$ cat config.mk
export PLATFORM = sky130hd
export DESIGN_NAME = alu_writeback
export DESIGN_NICKNAME = d
export VERILOG_FILES = /design/src/rtl/alu_writeback.sv
export SDC_FILE = /design/constraint.sdc
export NUM_CORES = 1
export LEC_CHECK = 0
export CORE_UTILIZATION = 48
export CTS_CLUSTER_DIAMETER = 50
export DETAILED_ROUTE_END_ITERATION = 16
export GPL_ROUTABILITY_DRIVEN = 1
export PLACE_DENSITY = 0.89
export RECOVER_POWER = 100
export SLEW_MARGIN = 25
export SYNTH_ARGS = -nofsm -noshare
export SYNTH_HDL_FRONTEND = slang
export SYNTH_SLANG_ARGS = --single-unit
$ cat constraint.sdc
create_clock -name clk -period 2.8 [get_ports clk]
set_clock_uncertainty 0.15 [all_clocks]
set_input_delay 0.56 -clock clk [delete_from_list [all_inputs] [get_ports clk]]
set_output_delay 0.56 -clock clk [all_outputs]
set_load 0.03 [all_outputs]
$ cat src/rtl/alu_writeback.sv
// alu_writeback: writeback stage between the 32-bit ALU result bus and the
// 16-bit register-file write port. A narrow result takes one write beat, a
// wide result takes two (low half to dest, high half to dest+1, wrapping).
// Z/N/O flags are captured when a result is accepted.
module alu_writeback #(
    parameter int DATA_W = 16,
    parameter int ADDR_W = 3,
    parameter int CNT_W  = 16
) (
    input  logic                clk,
    input  logic                rst,
    input  logic                in_valid,
    output logic                in_ready,
    input  logic [2*DATA_W-1:0] in_result,
    input  logic [ADDR_W-1:0]   in_dest,
    input  logic                in_wide,
    input  logic                rf_ready,
    output logic                rf_we,
    output logic [ADDR_W-1:0]   rf_waddr,
    output logic [DATA_W-1:0]   rf_wdata,
    output logic                flag_z,
    output logic                flag_n,
    output logic                flag_o,
    output logic                flag_upd,
    output logic [CNT_W-1:0]    wb_count
);

    typedef enum logic [1:0] {
        IDLE  = 2'd0,
        WR_LO = 2'd1,
        WR_HI = 2'd2
    } state_t;

    state_t              r_state;
    state_t              w_next;

    logic                r_wide;
    logic [DATA_W-1:0]   r_hi;
    logic [ADDR_W-1:0]   r_waddr;
    logic [DATA_W-1:0]   r_wdata;
    logic                r_flag_z;
    logic                r_flag_n;
    logic                r_flag_o;
    logic                r_flag_upd;
    logic [CNT_W-1:0]    r_count;

    logic                w_accept;
    logic                w_beat_done;
    logic                w_lo_to_hi;

    // Handshake and beat-completion qualifiers, all derived from registered state.
    assign w_accept    = (r_state == IDLE) && in_valid;
    assign w_beat_done = (r_state != IDLE) && rf_ready;
    assign w_lo_to_hi  = (r_state == WR_LO) && rf_ready && r_wide;

    // State register; reset wins over any handshake in the same cycle.
    always_ff @(posedge clk) begin
        // NOTE: state is updated with non-blocking assignments so every
        // register samples the pre-edge values, regardless of block order.
        if (rst) begin
            r_state <= IDLE;
        end else begin
            r_state <= w_next;
        end
    end

    // Next-state decode.
    always_comb begin
        // NOTE: the default assignment first means every path assigns
        // w_next, so no latch is inferred.
        w_next = r_state;
        case (r_state)
            IDLE:    if (in_valid) w_next = WR_LO;
            WR_LO:   if (rf_ready) w_next = r_wide ? WR_HI : IDLE;
            WR_HI:   if (rf_ready) w_next = IDLE;
            default: w_next = IDLE;
        endcase
    end

    // Datapath: latch the result on accept, advance to the high half after
    // the low beat, capture flags and count completed beats.
    always_ff @(posedge clk) begin
        if (rst) begin
            r_wide     <= 1'b0;
            r_hi       <= '0;
            r_waddr    <= '0;
            r_wdata    <= '0;
            r_flag_z   <= 1'b0;
            r_flag_n   <= 1'b0;
            r_flag_o   <= 1'b0;
            r_flag_upd <= 1'b0;
            r_count    <= '0;
        end else begin
            r_flag_upd <= w_accept;
            if (w_accept) begin
                r_wide   <= in_wide;
                r_hi     <= in_result[2*DATA_W-1:DATA_W];
                r_waddr  <= in_dest;
                r_wdata  <= in_result[DATA_W-1:0];
                r_flag_z <= in_wide ? (in_result == '0)
                                    : (in_result[DATA_W-1:0] == '0);
                r_flag_n <= in_wide ? in_result[2*DATA_W-1]
                                    : in_result[DATA_W-1];
                r_flag_o <= |in_result[2*DATA_W-1:DATA_W];
            end
            if (w_lo_to_hi) begin
                r_waddr <= r_waddr + ADDR_W'(1);
                r_wdata <= r_hi;
            end
            if (w_beat_done) begin
                r_count <= r_count + CNT_W'(1);
            end
        end
    end

    assign in_ready = (r_state == IDLE);
    assign rf_we    = (r_state != IDLE);
    assign rf_waddr = r_waddr;
    assign rf_wdata = r_wdata;
    assign flag_z   = r_flag_z;
    assign flag_n   = r_flag_n;
    assign flag_o   = r_flag_o;
    assign flag_upd = r_flag_upd;
    assign wb_count = r_count;

endmodule

==> reports/metrics.yaml, run 1 <==
setup_path:
  crit_family: "buffers and inverters"
  crit_slowest_cell: "dlygate4sd3_1"
  path_buf_inv: 3
  required_ns: 2.91
  slowest_delay_ns: 0.58
  start_kind: "primary input"
  cp_cell_sequence: "dlygate4sd3_1 > clkbuf_1 > and4b_1 > clkbuf_1 > a22oi_1 > a21oi_1"
  reg2regPathDepth: 4
  r2r-start: "r_state[1]"
  arrival_ns: 2.61
  r2r-end: "wb_count[13]"
  critPathKind: "in -> reg"
  crit_path_end_kind: "flop"
  path_common_cell: "clkbuf_1"
  r2r_setup_slack_ns: 0.70
  worstPathMaxFanout: 10
clocking:
  cts_buffer_depth: 2
  cts_tree: "done"
  cts_made_buffers: 9
  postCtsHoldBufs: 0
  htreeDepth: 3
  cts_resized: 0
  cts.clk_slew.worst_paths_ns: 0.07
  post-cts-setup-buffer-count: 0
  worst_skew_pair.late_latency_ns: 0.33
  cts.sinks: 58
  root_buffer: "clkbuf_8"
timing:
  fmax_mhz: 400
  relSlewSlack_pct: 62.6
  hold_viol: 0
  tightest_slew_ns: 0.562
  setup_viol: 0
  finalWorstSetupSlack_ns: 0.303
  rsz0062_at_grt: "false"
  finalMaxSlewViolations: 0
  finalCritPeriodShare_pct: 89.2
  fin_crit_ns: 2.50
  setup_tns_ns: 0
die:
  die_width_um: 72.5
  die_y_um: 72.5
  start_util_pct: 50.2
  dieArea_um2: 5250
  core_area_um2: 4750
  rows: 25
  io_pins: 81
finish:
  fin_util_pct: 72.2
  n_antenna_cell: 0
  nets: 409
  fin_area_um2: 3430
  drive_above_1_share_pct: 6.45
  fin_cells: 439
  synthToLayoutAreaGrowth_pct: 44.0
place:
  port_buffers: 80
  dpl_cell_area_um2: 3260
  dpl.hpwl_mm: 4.37
  finalWeightedCongestion: 0.926
  dp_cells: 423
  dp_slack_ns: 0.301
pwr:
  peakVddDrop_mv: 0.691
  p_leak_nw: 1.35
  power.density_nw_per_um2: 579
yosys:
  seq_area_frac_synth_pct: 48.7
  ys_types: 38
  syn_inst: 285
  mappedNetlistArea_um2: 2380
  yosys_register_bits: 58
  yosysWarnings: 0
  syn_nets: 327
  avgSynthCellArea_um2: 8.37
worst_hold_path:
  whs_endpoint: "rf_wdata[2]"
  hold_class: "reg -> reg"
  holdPathStages: 2
  holdCritStartpoint: "rf_wdata[2]"
drt:
  drtIter0Drc: 138
  via_per_inst: 5.46
  wl_per_cell_um: 13.9
  drt-total-wl_mm: 6.09
  drt-met1-wl_mm: 2.55
  drtAntennaViolNets: 0
  drt-pass1-iter-count: 4
  top_layer: "met4"
  met2_length_mm: 3.09
  drc: 0
  wl_met3_um: 300
  vias: 2398
global_routing:
  grt_usage_pct: 24.2
  grt_pass1_wl_mm: 9.70
  grt_overflow: 0
  grt_antenna_before_repair: 0
  grt_pass1_vias: 2193
  grt_max_degree: 32
flow_run:
  cap_viol_max_count: 0
outcome:
  outcome: "finished clean"
## routing by layer
metal  GRT usage (%)  vias to the layer above
met3            7.50                       15
met1            28.4                     1139
met4            11.5                        0
li1                -                     1166
met5               0                        -
met2            40.3                       78
## layout make-up
class	instances	area, um^2
repair buffers	88	836
clock inverters	5	77.6
multi-input cells	204	1110
fillers	390	1320
well taps	67	83.8
inverters	6	22.5
clock buffers	11	141
flip-flops and latches	58	1160
## synthesized netlist by cell type, drive strengths merged
| library cell | instances | area, um^2 |
|---|---|---|
| nand2 | 60 | 225 |
| dfxtp | 58 | 1160 |
| a21oi | 39 | 195 |
| nor2 | 25 | 96.4 |
| a22oi | 15 | 113 |
| clkbuf | 11 | 41.3 |
| nor4 | 10 | 62.6 |
| xnor2 | 7 | 61.3 |
| buf | 6 | 28.8 |
| inv | 6 | 22.5 |
| nor3 | 6 | 30.0 |
| nand4 | 5 | 37.5 |
| o21ai | 5 | 25.0 |
| mux2i | 3 | 30.0 |
| nand3 | 3 | 15.0 |
| or3 | 3 | 20.0 |
| xor2 | 3 | 26.3 |
| a311oi | 2 | 17.5 |
| ha | 2 | 25.0 |
| nand4b | 2 | 17.5 |
| a211o | 1 | 8.76 |
| a211oi | 1 | 7.51 |
| a221oi | 1 | 8.76 |
| a2bb2oi | 1 | 8.76 |
| and3 | 1 | 6.26 |
| and4b | 1 | 10.0 |
| mux2 | 1 | 11.3 |
| nor2b | 1 | 6.26 |
| nor3b | 1 | 7.51 |
| o2111a | 1 | 11.3 |
| o2111ai | 1 | 8.76 |
| o211ai | 1 | 21.3 |
| or2 | 1 | 6.26 |
| or4 | 1 | 11.3 |
## through the flow
step                      hold slack [ns]  total power [mW]
after global placement              0.291              1.17
after floorplan                     0.286              1.04
after detailed placement            0.297              1.18
after global routing                0.324              2.07
after CTS                           0.306              2.02
final                               0.299              1.99
## sequential cells by signal, indices dropped and copies added (netlist names)
register  cells
r_hi         16
rf_wdata     16
flag_o        1
flag_n        1
wb_count     16
r_wide        1
flag_z        1
flag_upd      1
rf_waddr      3
r_state       2
## cell families after synthesis
family | count (synthesis) | synth area share (%)
muxes | 4 | 1.73
adders and majority gates | 2 | 1.05
xor gates and xnor gates | 10 | 3.67
AOI/OAI and AO/OA | 68 | 17.8
DFF | 58 | 48.7
and+or+nand+nor | 120 | 23.1
buffers and inverters | 23 | 3.88
## worst min-delay path, cell delays in order (launching register included)
cell,delay [ns]
dfxtp_1,0.31
nand2_1,0.05
a21oi_1,0.05
## worst max-delay path by stage
stage / from / end / slack (ns) / cells after the start
after floorplan: wb_count[4] / wb_count[15] / 0.75 / 4
after global placement: rf_ready / wb_count[15] / 0.33 / 5
after detailed placement: rf_ready / wb_count[15] / 0.30 / 5
after CTS: r_state[0] / rf_we / 0.32 / 3
after global routing: rf_ready / rf_wdata[8] / 0.19 / 6
final: rf_ready / rf_wdata[15] / 0.30 / 6
## cell usage in the layout, fill, tap and decap left out, types with 6 or more instances in the layout
master / count
clkbuf_8: 10
nand2_1: 60
dfxtp_1: 58
nor2_1: 25
inv_1: 6
nor4_1: 10
dlygate4sd3_1: 43
a21oi_1: 39
nor3_1: 6
clkdlybuf4s50_1: 36
a22oi_1: 15
xnor2_1: 7
## power by group
part,internal [mW],switching [mW]
logic,0.116,0.145
clock network,0.522,0.321
registers,0.863,0.0229
total,1.50,0.489
No activity file was read; power rests on OpenSTA's default activity.
==> inputs of run 2 (changes only) <==
- ABC_CLOCK_PERIOD_IN_PS: unset -> 2800
==> results of run 2 <==
The final DEF is identical to that of run 1; final timing and power are the same.
